<file path="config.mk">
export PLATFORM = sky130hd
export DESIGN_NAME = stb_queue
export DESIGN_NICKNAME = d
export VERILOG_FILES = /design/src/rtl/stb_queue.sv
export SDC_FILE = /design/constraint.sdc
export NUM_CORES = 1
export LEC_CHECK = 0
export BUFFER_PORTS_ARGS = -buffer_cell sky130_fd_sc_hd__buf_2
export CAP_MARGIN = 30
export CORE_MARGIN = 4
export CORE_UTILIZATION = 60
export DETAILED_ROUTE_END_ITERATION = 7
export GPL_ROUTABILITY_DRIVEN = 0
export PLACE_DENSITY_LB_ADDON = 0.15
export SYNTH_ARGS = -nofsm -noshare
export SYNTH_HDL_FRONTEND = slang
export SYNTH_SLANG_ARGS = --single-unit
</file>
<file path="constraint.sdc">
create_clock -name clk -period 4.12 [get_ports clk]
set_input_delay 0.206 -clock clk [delete_from_list [all_inputs] [get_ports clk]]
set_output_delay 0.206 -clock clk [all_outputs]
set_load 0.02 [all_outputs]
</file>
<file path="src/rtl/stb_queue.sv">
// Store buffer queue: circular FIFO of pending stores, drained to the cache.
// Forwards the youngest matching entry to loads and supports a full flush.
//
// Ports:
//   clk, rst            rising-edge clock, synchronous active-high reset
//   dmem_sel_i          data-memory select from dbus
//   lsu_req_i/lsu_we_i  store request / write enable from the LSU
//   lsu_addr_i          store address
//   lsu_wdata_i         store data
//   lsu_be_i            store byte enables
//   stb_ack_o           store accepted (one-cycle pulse, cycle after accept)
//   stb_stall_o         store present but cannot be accepted this cycle
//   cache_req_o         drain write request (head entry valid)
//   cache_addr_o        head entry address
//   cache_wdata_o       head entry data
//   cache_be_o          head entry byte enables
//   cache_ack_i         cache accepted the current drain write
//   fwd_addr_i          load lookup address
//   fwd_hit_o           a valid entry matches the lookup word
//   fwd_data_o          data of the youngest matching entry
//   fwd_be_o            byte enables of the youngest matching entry
//   flush_i             drain everything, blocking new stores meanwhile
//   flush_done_o        buffer empty after a flush (one-cycle pulse)
//   count_o             number of valid entries
module stb_queue #(
    parameter int DEPTH  = 4,
    parameter int ADDR_W = 32,
    parameter int DATA_W = 32
) (
    input  logic                    clk,
    input  logic                    rst,
    input  logic                    dmem_sel_i,
    input  logic                    lsu_req_i,
    input  logic                    lsu_we_i,
    input  logic [ADDR_W-1:0]       lsu_addr_i,
    input  logic [DATA_W-1:0]       lsu_wdata_i,
    input  logic [DATA_W/8-1:0]     lsu_be_i,
    output logic                    stb_ack_o,
    output logic                    stb_stall_o,
    output logic                    cache_req_o,
    output logic [ADDR_W-1:0]       cache_addr_o,
    output logic [DATA_W-1:0]       cache_wdata_o,
    output logic [DATA_W/8-1:0]     cache_be_o,
    input  logic                    cache_ack_i,
    input  logic [ADDR_W-1:0]       fwd_addr_i,
    output logic                    fwd_hit_o,
    output logic [DATA_W-1:0]       fwd_data_o,
    output logic [DATA_W/8-1:0]     fwd_be_o,
    input  logic                    flush_i,
    output logic                    flush_done_o,
    output logic [$clog2(DEPTH):0]  count_o
);

    localparam int PTR_W = $clog2(DEPTH);
    localparam int CNT_W = PTR_W + 1;
    localparam int BE_W  = DATA_W / 8;

    localparam logic [PTR_W-1:0] PTR_ONE = PTR_W'(1);
    localparam logic [CNT_W-1:0] CNT_ONE = CNT_W'(1);
    localparam logic [CNT_W-1:0] CNT_MAX = CNT_W'(DEPTH);

    // Drain FSM encoding
    localparam logic [0:0] IDLE = 1'b0;
    localparam logic [0:0] BUSY = 1'b1;

    // Entry storage; deliberately not reset, validity comes from count
    logic [ADDR_W-1:0] mem_addr [DEPTH];
    logic [DATA_W-1:0] mem_data [DEPTH];
    logic [BE_W-1:0]   mem_be   [DEPTH];

    logic [PTR_W-1:0] wr_ptr;
    logic [PTR_W-1:0] rd_ptr;
    logic [CNT_W-1:0] count;
    logic [CNT_W-1:0] count_nxt;
    logic [0:0]       state;
    logic [0:0]       state_nxt;
    logic             flush_pending;

    logic             store;
    logic             accept;
    logic             pop;
    logic             busy;
    logic             full;

    logic [PTR_W-1:0] fwd_idx;
    logic             unused_fwd_lsb;

    // Lookup is word-granular, so the byte offset bits are ignored
    assign unused_fwd_lsb = ^fwd_addr_i[1:0];

    // ------------------------------------------------------------
    // Handshake decode
    // ------------------------------------------------------------
    assign store  = dmem_sel_i & lsu_req_i & lsu_we_i;
    assign full   = (count == CNT_MAX);
    assign busy   = (state == BUSY);

    // Fullness uses the registered count, so a same-cycle drain ack
    // does not free a slot until the next cycle.
    assign accept = store & ~full & ~flush_pending;
    assign pop    = busy & cache_ack_i;

    assign stb_stall_o = store & (full | flush_pending);

    // Flush completes as soon as the buffer is observed empty
    assign flush_done_o = flush_pending & (count == '0);

    assign count_o = count;

    // ------------------------------------------------------------
    // Occupancy
    // ------------------------------------------------------------
    always_comb begin
        count_nxt = count;
        unique case ({accept, pop})
            2'b10:   count_nxt = count + CNT_ONE;
            2'b01:   count_nxt = count - CNT_ONE;
            default: count_nxt = count;
        endcase
    end

    // ------------------------------------------------------------
    // Drain FSM
    // ------------------------------------------------------------
    always_comb begin
        state_nxt = state;
        unique case (state)
            IDLE: begin
                if (count != '0) begin
                    state_nxt = BUSY;
                end
            end
            BUSY: begin
                // Stay busy for back-to-back drain while entries remain
                if (pop && (count_nxt == '0)) begin
                    state_nxt = IDLE;
                end
            end
            default: state_nxt = IDLE;
        endcase
    end

    // Head entry drives the cache port only while a write is in flight
    assign cache_req_o   = busy;
    assign cache_addr_o  = busy ? mem_addr[rd_ptr] : '0;
    assign cache_wdata_o = busy ? mem_data[rd_ptr] : '0;
    assign cache_be_o    = busy ? mem_be[rd_ptr]   : '0;

    // ------------------------------------------------------------
    // Control registers
    // ------------------------------------------------------------
    always_ff @(posedge clk) begin
        if (rst) begin
            wr_ptr        <= '0;
            rd_ptr        <= '0;
            count         <= '0;
            state         <= IDLE;
            flush_pending <= 1'b0;
            stb_ack_o     <= 1'b0;
        end else begin
            if (accept) begin
                wr_ptr <= wr_ptr + PTR_ONE;
            end
            if (pop) begin
                rd_ptr <= rd_ptr + PTR_ONE;
            end
            count     <= count_nxt;
            state     <= state_nxt;
            stb_ack_o <= accept;
            // A new flush request re-arms even as the old one completes
            flush_pending <= flush_i | (flush_pending & ~flush_done_o);
        end
    end

    // ------------------------------------------------------------
    // Entry write port
    // ------------------------------------------------------------
    always_ff @(posedge clk) begin
        if (accept) begin
            mem_addr[wr_ptr] <= lsu_addr_i;
            mem_data[wr_ptr] <= lsu_wdata_i;
            mem_be[wr_ptr]   <= lsu_be_i;
        end
    end

    // ------------------------------------------------------------
    // Store-to-load forwarding
    // ------------------------------------------------------------
    // Walk from oldest (rd_ptr) to youngest; later matches overwrite
    // earlier ones so the youngest store wins. The entry being drained
    // is still valid and takes part in the search.
    always_comb begin
        fwd_hit_o  = 1'b0;
        fwd_data_o = '0;
        fwd_be_o   = '0;
        fwd_idx    = '0;
        for (int i = 0; i < DEPTH; i++) begin
            fwd_idx = rd_ptr + PTR_W'(i);
            if ((CNT_W'(i) < count) &&
                (mem_addr[fwd_idx][ADDR_W-1:2] ==
                 fwd_addr_i[ADDR_W-1:2])) begin
                fwd_hit_o  = 1'b1;
                fwd_data_o = mem_data[fwd_idx];
                fwd_be_o   = mem_be[fwd_idx];
            end
        end
    end

endmodule

</file>
==> flow_summary_export.csv <==
group,metric,value,unit
synthesis,synth_fp_nets,1538,
route,first_pass_iters,6,
route,post_drt_wl_per_cell,26.4,um
finish,final_area,23100,um^2
synthesis,yosys.area_share.adder,0.742,%
timing,finalSetupViolCount,37,
die,start_util,60.7,%
timing,worst_slew_pin_slew,0.995,ns
worst_setup_path,cp_num_buf_inv,4,
synthesis,synth_xor_area_share,5.29,%
route,drtAntennaViolNets,0,
place,dpl_cell_area,20100,um^2
outcome,status,"finished, violations left",
die,io_pins,219,
worst_setup_path,setup.worst_path.start_class,"flip-flop",
place,place_inst,1958,
global_routing,grt_max_degree,71,
place,io_buffers,216,
die,die_w,184,um
worst_setup_path,rrSetupSlack,1.25,ns
worst_setup_path,cp_slowest_stage_delay,0.55,ns
synthesis,ys.flop_type,"edfxtp_1",
synthesis,synth.avg_cell_area,13.1,um^2
clock_tree,clk_latency,0.57,ns
worst_setup_path,path_delay_family,"buffers and inverters",
global_routing,grt_pass1_vias,14613,
timing,slew_violations,0,
finish,stdcell_count,2119,
clock_tree,cts-root-buf,"clkbuf_16",
synthesis,yosys.area_share.simple,6.99,%
timing,period_minus_slack,4.34,ns
synthesis,synth_compound_area_share,11.5,%
route,viasPerCell,6.82,
finish,multi_input_area,9950,um^2
timing,fin_crit_sh,105,%
global_routing,grt_usage,31.5,%
timing,hold_violations,0,
worst_setup_path,cp_slowest_cell,"mux4_2",
finish,regArea,8420,um^2
timing,setup_tns,-5.25,ns
die,fp-row-count,64,
finish,drive_above_1_share,37.3,%
synthesis,yosysWarnings,0,
clock_tree,cts_max_level,1,
synthesis,synthArstFlopShare,0,%
clock_tree,cts_max_path_buffers,3,
die,die_height,184,um
synthesis,synthesis.instances,1420,
timing,fin_worst_skew,0.0149,ns
worst_setup_path,critPathMostFrequentCell,"buf_4",
worst_setup_path,arrival,4.13,ns
finish,final_common_cell,"edfxtp_1",
worst_setup_path,setup.worst_path.end_class,"output pin",
power_and_ir_drop,peakVddDrop,0.324,mV
clock_tree,numCtsBuffers,31,
die,coreArea,30600,um^2
power_and_ir_drop,p_leak,7.71,nW
global_routing,antenna_found_initial,1,
route,drc,0,
clock_tree,path_clk_slew,0.06,ns
die,die_area,33800,um^2
job,maxCapViolCount,0,
route,drtIter0Drc,1781,
finish,n_fill_cell,1959,
global_routing,overflow,0,
finish,nets,1815,
synthesis,synth_edf_count,272,
synthesis,synth_top_family_by_area,"multiplexers",
route,totalWireLength,55900,um
global_routing,grt_first_pass_wirelength,82900,um
synthesis,synth.area.mux_share,26.1,%
worst_setup_path,critPathKind,"flip-flop to output pin",
outcome,violations,"setup timing",
synthesis,netlist_area,18600,um^2
timing,rsz0062_at_grt,"true",
clock_tree,cts_tree,"done",
worst_setup_path,worstPathMaxFanout,40,
worst_hold_path,min_path_type,"primary input to flip-flop",
route,vias,14449,
power_and_ir_drop,p_per_area,278,nW/um^2
timing,slew_headroom,33.7,%
place,hpwl,35000,um
timing,timing.fmax,0.230,GHz
synthesis,synth-seq-area-share,45.3,%
synthesis,yosysUniqueCellTypes,66,
synthesis,synth_seq_cells,284,
clock_tree,cts.sinks,284,
timing,worst_slack,-0.220,ns
worst_setup_path,critPathRequiredTime,3.91,ns
worst_setup_path,crit_path_cell_trace,"buf_12 > mux4_2 > xnor2_1 > nand4_1 > nor4_2 > nor4b_4 > clkbuf_16 > buf_4 > a21oi_1 > a22oi_1 > buf_4",
finish,final_cell_mix,"edfxtp_1 (272), buf_2 (179), mux4_2 (131), mux2i_1 (125), xnor2_1 (77)",
finish,syn2layout_area_growth,24.2,%
## flip-flops by register name, summed over array words and instances (netlist names), named ones only
name and cells:
mem_addr 128, mem_data 128, mem_be 16, count_o 3, rd_ptr 2, wr_ptr 2, cache_req_o 1, flush_pending 1
stb_ack_o 1
## through the flow
stage	total power [W]	setup WS [ns]	utilization [%]	hold WS [ns]
floorplan	0.00346	0.446	-	0.305
global placement	0.00360	0.282	65.9	0.409
global route	0.00660	-0.316	75.4	0.0635
finish	0.00641	-0.220	75.4	0.0228
detailed placement	0.00360	0.173	65.9	0.418
CTS	0.00642	-0.220	73.6	0.00917
## worst register-to-register path: stages (launching register included)
cell and delay [ns]:
dfxtp_1 0.52, inv_1 0.12, ha_1 0.23, a21oi_1 0.23, nand4_1 0.26, inv_1 0.26, and2_4 0.53, buf_4 0.39
## timing repair
action | CTS | global route
buffers inserted | 15 | 10
endpoints found under the hold margin | 283 | 0
cloned | 7 | 3
gates resized for setup | 82 | 116
pin swaps | 16 | 35
setup endpoints to repair | 37 | 37
hold buffers | 71 | 0
## path summary, 6_finish.rpt
kind | startpoint | endpoint | cells past startpoint
max | rd_ptr[1]$_SDFFE_PP0P_ | fwd_data_o[26] | 11
min | lsu_we_i | stb_ack_o$_SDFF_PP0_ | 3
max reg2reg | count_o[0]$_SDFF_PP0_ | mem_addr[0][22]$_DFFE_PP_ | 7
min reg2reg | wr_ptr[1]$_SDFFE_PP0P_ | wr_ptr[1]$_SDFFE_PP0P_ | 2
## Yosys cell counts, types with 39 or more instances
master | instances | area share, %
edfxtp_1 | 272 | 44
mux2i_1 | 137 | 7.4
mux4_2 | 131 | 16
xnor2_1 | 80 | 3.8
clkbuf_1 | 73 | 1.5
and2_1 | 66 | 2.2
nand2_1 | 65 | 1.3
nor2_1 | 59 | 1.2
o21ai_0 | 46 | 1.2
mux2_2 | 44 | 2.7
a2111oi_0 | 39 | 1.8
## where the power goes
group          switching [W]  internal [W]  total, W  leakage [nW]
Clock                0.00115       0.00163   0.00278         0.499
Combinational       0.000230      0.000198  0.000428          4.66
Sequential         0.0000174       0.00319   0.00320          2.55
## kinds of logic after synthesis
group / count (synthesis)
xor gates and xnor gates: 112
AOI/OAI and AO/OA: 291
adders and majority gates: 11
muxes: 315
buffers and inverters: 153
and+or+nand+nor: 254
DFF: 284
## area by class of cell
type,instances,area share [%]
Multi-Input combinational cell,983,43.1
Tap cell,396,2.15
Timing Repair Buffer,380,13.5
Sequential cell,284,36.5
Clock buffer,36,3.45
Clock inverter,22,0.960
Inverter,17,0.298
Antenna cell,1,0.0109
## routing by layer
metal	up-vias	part of all wire [%]	global-route usage [%]
met5	-	0	0
met4	0	3.9	12.4
met3	164	9.9	5.01
met2	912	48	51.5
met1	7167	38	42.7
li1	6206	-	-
Power figures use the tool's default switching activity.
